`config.mk`:
```
export PLATFORM = sky130hd
export DESIGN_NAME = io_input_conditioner
export DESIGN_NICKNAME = d
export VERILOG_FILES = /design/src/rtl/io_pkg.sv /design/src/rtl/debounce_bit.sv /design/src/rtl/io_input_conditioner.sv
export SDC_FILE = /design/constraint.sdc
export NUM_CORES = 2
export LEC_CHECK = 0
export BUFFER_PORTS_ARGS = -buffer_cell sky130_fd_sc_hd__buf_2
export CORE_MARGIN = 5
export CORE_UTILIZATION = 30
export DETAILED_ROUTE_END_ITERATION = 8
export GPL_TIMING_DRIVEN = 0
export PLACE_DENSITY = 0.42
export SETUP_SLACK_MARGIN = 0.02
export SYNTH_ARGS = -nofsm -noshare
export SYNTH_HDL_FRONTEND = slang
export SYNTH_SLANG_ARGS = --single-unit
```
`constraint.sdc`:
```
create_clock -name i_clk -period 2.7 [get_ports i_clk]
set_input_delay 0.27 -clock i_clk [delete_from_list [all_inputs] [get_ports i_clk]]
set_output_delay 0.27 -clock i_clk [all_outputs]
set_load 0.01 [all_outputs]
```
`src/rtl/io_pkg.sv`:
```
// Shared MMIO input widths for the input conditioner and the LSU.
// Keeps switch/button port widths consistent across the core.
package io_pkg;
  localparam int N_SW  = 32;
  localparam int N_BTN = 4;
endpackage

```
`src/rtl/debounce_bit.sv`:
```
// One input bit: 2-FF synchronizer followed by a counter debounce.
// The level only changes after DEBOUNCE_CYCLES consecutive differing samples.
module debounce_bit #(
  parameter int DEBOUNCE_CYCLES = 500000,
  parameter bit RST_VAL         = 1'b0
) (
  input  logic i_clk,
  input  logic i_rst,
  input  logic i_raw,
  output logic o_level
);

  localparam int CW =
    (DEBOUNCE_CYCLES > 1) ? $clog2(DEBOUNCE_CYCLES) : 1;
  localparam logic [CW-1:0] CNT_MAX = CW'(DEBOUNCE_CYCLES - 1);

  logic          s1;
  logic          s2;
  logic          deb;
  logic [CW-1:0] cnt;

  always_ff @(posedge i_clk) begin
    if (i_rst) begin
      s1  <= RST_VAL;
      s2  <= RST_VAL;
      deb <= RST_VAL;
      cnt <= '0;
    end else begin
      s1 <= i_raw;
      s2 <= s1;
      // Any sample matching the current level restarts the run.
      if (s2 == deb) begin
        cnt <= '0;
      end else if (cnt == CNT_MAX) begin
        deb <= s2;
        cnt <= '0;
      end else begin
        cnt <= cnt + 1'b1;
      end
    end
  end

  assign o_level = deb;

endmodule

```
`src/rtl/io_input_conditioner.sv`:
```
// Conditions raw switches/buttons into debounced levels, press pulses
// and software-cleared sticky press flags for the MMIO input port.
module io_input_conditioner
  import io_pkg::*;
#(
  parameter int DEBOUNCE_CYCLES = 500000,
  parameter bit BTN_ACTIVE_LOW  = 1'b1
) (
  input  logic             i_clk,
  input  logic             i_rst,
  input  logic [N_SW-1:0]  i_sw_raw,
  input  logic [N_BTN-1:0] i_btn_raw,
  input  logic [N_BTN-1:0] i_evt_clr,
  output logic [N_SW-1:0]  o_io_sw,
  output logic [N_BTN-1:0] o_io_btn,
  output logic [N_BTN-1:0] o_btn_press,
  output logic [N_BTN-1:0] o_btn_event
);

  localparam int N_ALL = N_SW + N_BTN;

  logic [N_ALL-1:0] raw_all;
  logic [N_ALL-1:0] lvl_all;
  logic [N_BTN-1:0] deb_btn;
  logic [N_BTN-1:0] deb_d;
  logic [N_BTN-1:0] press_q;
  logic [N_BTN-1:0] evt_q;

  assign raw_all = {i_btn_raw, i_sw_raw};

  // Button syncs reset to the released pin level so reset never looks like a press.
  for (genvar g = 0; g < N_ALL; g++) begin : g_deb
    localparam bit RV = (g >= N_SW) ? BTN_ACTIVE_LOW : 1'b0;
    debounce_bit #(
      .DEBOUNCE_CYCLES(DEBOUNCE_CYCLES),
      .RST_VAL        (RV)
    ) u_deb (
      .i_clk  (i_clk),
      .i_rst  (i_rst),
      .i_raw  (raw_all[g]),
      .o_level(lvl_all[g])
    );
  end

  assign deb_btn =
    lvl_all[N_ALL-1:N_SW] ^ {N_BTN{BTN_ACTIVE_LOW}};

  always_ff @(posedge i_clk) begin
    if (i_rst) begin
      deb_d   <= '0;
      press_q <= '0;
      evt_q   <= '0;
    end else begin
      deb_d   <= deb_btn;
      press_q <= deb_btn & ~deb_d;
      evt_q   <= (evt_q & ~i_evt_clr) | press_q;
    end
  end

  assign o_io_sw     = lvl_all[N_SW-1:0];
  assign o_io_btn    = deb_btn;
  assign o_btn_press = press_q;
  assign o_btn_event = evt_q;

endmodule

```
==> impl_metrics.tcl <==
set metrics [dict create \
    synth-compound-area-share_pct 7.48 \
    async_flop_share_pct 0 \
    core_area_mm2 0.116 \
    yosys.area_share.simple_pct 29.5 \
    place_hpwl_mm 54.1 \
    synth_area_per_cell_um2 8.77 \
    ctsRootBufferMaster "clkbuf_16" \
    fin_crit_ps 2490 \
    cp_data_required_time_ps 3190 \
    rsz0062_at_grt "no" \
    crit_path_end_kind "flip-flop" \
    num_vias 27400 \
    slew_violations 0 \
    fmax_ghz 0.402 \
    clkSinkCount 804 \
    cts_tree "yes" \
    cts_buffers 98 \
    hold_class "in -> reg" \
    top_level_ports 86 \
    synth_edf_count 0 \
    status "finished, final reports clean" \
    powerDensity_mw_per_mm2 631 \
    synth_area_mm2 0.0349 \
    synthXorXnorAreaFrac_pct 12.0 \
    layout_common_cells "804 x dfxtp_1, 578 x nor2_1, 258 x nand3_1, 245 x xnor2_1" \
    viasPerCell 4.72 \
    wl_mm 79.3 \
    report.final.hold_viol_count 0 \
    ys_seq_elements 804 \
    synthDistinctLibCells 54 \
    critPathLaunchType "input pin" \
    fill_cells 12000 \
    path_max_fanout 10 \
    gp_congestion 0.747 \
    firstDrtPassIters 5 \
    synth_top_family_by_area "simple AND/OR/NAND/NOR gates" \
    first_global_vias 25900 \
    grt_max_degree 13 \
    drive_gt1_share_pct 8.36 \
    maxSlewHeadroom_pct 21.6 \
    worst_pin_slew_ps 1180 \
    yosysWarningCount 0 \
    dieHeight_um 351 \
    finalSetupViolCount 0 \
    syn_nets 4054 \
    crit_type "in -> reg" \
    die_area_mm2 0.123 \
    drt-initial-drc-count 1232 \
    remaining_drc_errors 0 \
    start_util_pct 30.1 \
    antenna_left 0 \
    clockBufferDepth 3 \
    die_x_um 351 \
    setup_tns_ps 0 \
    htree_num_levels 3 \
    drv_cap 0 \
    skew_ps 23.2 \
    yosysSeqAreaShare_pct 46.2 \
    stdcell_area_mm2 0.0410 \
    synth-main-ff-cell "dfxtp_1" \
    place_area_mm2 0.0372 \
    max-vdd-ir-drop_mv 0.446 \
    power_leakage_uw 0.0125 \
    synthMuxAreaShare_pct 0.144 \
    cp.arrival_ps 2980 \
    post-route-period-util_pct 92.2 \
    grt_pass1_wl_mm 132 \
    wire_per_inst_um 13.7 \
    grt-ovfl-total 0 \
    antenna_found_initial 5 \
    mostFrequentLayoutCell "dfxtp_1" \
    fin_nets 4282 \
    syn_inst 3976 \
    yosys.area_share.adder_pct 1.29 \
    io_buffers 85 \
    clock_latency_ps 660 \
    grt_usage_pct 12.7 \
    path_clk_slew_ps 60 \
    synthToLayoutAreaGrowth_pct 17.7 \
    rows 125 \
]
## logic make-up after synthesis
kind of cell    count (synthesis)
compound gates                441
xor+xnor                      478
fa+ha+maj                      36
simple gates                 1937
mux                             5
buf+inv                       275
flops                         804
## cells in the mapped netlist, types with 3 or more instances
cell type	n	share of area, %
nor2b_1	67	1.2
nor4b_1	42	1.1
mux2i_1	5	0.14
or3_1	147	2.6
o21ai_1	5	0.072
ha_1	36	1.3
or4_1	92	2.0
nand2_1	233	2.5
nor2_1	578	6.2
nor4_1	96	1.7
nand4_1	160	2.9
nand3b_1	4	0.086
xnor2_1	245	6.2
inv_1	141	1.5
nor3_1	65	0.93
and2_1	20	0.36
buf_4	34	0.73
buf_2	9	0.13
o41ai_1	4	0.10
o31ai_1	67	1.4
o211ai_2	5	0.18
nor4bb_1	15	0.43
o21a_1	6	0.13
a31o_2	4	0.10
nand4bb_1	3	0.097
or4b_1	7	0.20
nand3_1	258	3.7
nand4_2	3	0.11
clkbuf_1	87	0.94
a21oi_1	197	2.8
o21bai_1	15	0.32
or4b_2	7	0.20
and3_1	36	0.65
xor2_1	233	5.9
and4_1	72	1.8
o21ai_0	121	1.7
o311ai_0	4	0.10
or2_2	15	0.27
dfxtp_1	804	46
o21bai_2	7	0.23
nand4b_1	8	0.20
## what timing repair did
item,4_1_cts,5_1_grt
cloned,0,0
endpoints found under the hold margin,40,0
hold buffers,40,0
buffers inserted,1,0
gates resized for setup,1,10
pin swaps,1,0
endpoints found under the setup margin,20,79
## state kept, by name (all words and copies together), names as in the netlist
name	count
g_deb.u_deb.cnt	684
g_deb.u_deb.o_level	36
g_deb.u_deb.s1	36
g_deb.u_deb.s2	36
deb_d	4
o_btn_event	4
o_btn_press	4
## critical path, stage by stage
cell and delay [ps]:
buf_2 130, clkbuf_1 770, clkbuf_1 750, buf_1 900, nor2_1 120
## final cells by class
| cell class | count | area [um2] | area share (%) |
|---|---|---|---|
| buffer | 134 | 667 | 1.63 |
| multi-input combinational | 2897 | 17600 | 42.9 |
| clock inverter | 29 | 372 | 0.906 |
| sequential | 804 | 16100 | 39.2 |
| clock buffer | 150 | 2990 | 7.28 |
| antenna | 2 | 5.00 | 0.0122 |
| tap | 1524 | 1910 | 4.65 |
| inverter | 141 | 529 | 1.29 |
| timing repair buffer | 128 | 863 | 2.10 |
## final timing paths
path	start	end	slack [ps]	cells after the start
setup / recovery	i_rst	o_btn_event[3]	210	5
hold / removal	i_btn_raw[2]	g_deb[34].u_deb.s1	330	3
setup reg to reg	g_deb[29].u_deb.cnt[0]	g_deb[29].u_deb.cnt[10]	290	6
hold reg to reg	deb_d[0]	o_btn_press[0]	390	1
## routing by layer
layer | track usage [%] | wire length, um
met5 | 0 | 13
met4 | 4.06 | 1910
met3 | 2.23 | 2730
met2 | 20.0 | 33800
met1 | 17.8 | 40800
## stage by stage
stage	setup slack (ps)	instances	hold WS [ps]	power, uW	util, %
floorplan	601	3976	373	12400	-
global placement	-1010	5585	377	12600	32.1
detailed placement	-849	5587	380	12600	32.2
CTS	116	5807	269	26500	35.4
global route	23.8	5807	305	27000	35.5
finish	211	5809	335	25900	35.5
## power by group
group | internal (uW) | leakage (uW) | switching [uW]
Combinational | 139 | 0.00437 | 243
Clock | 8350 | 0.00166 | 5190
Sequential | 11900 | 0.00649 | 36.8
Note: power is estimated with default switching activity, not from simulation.
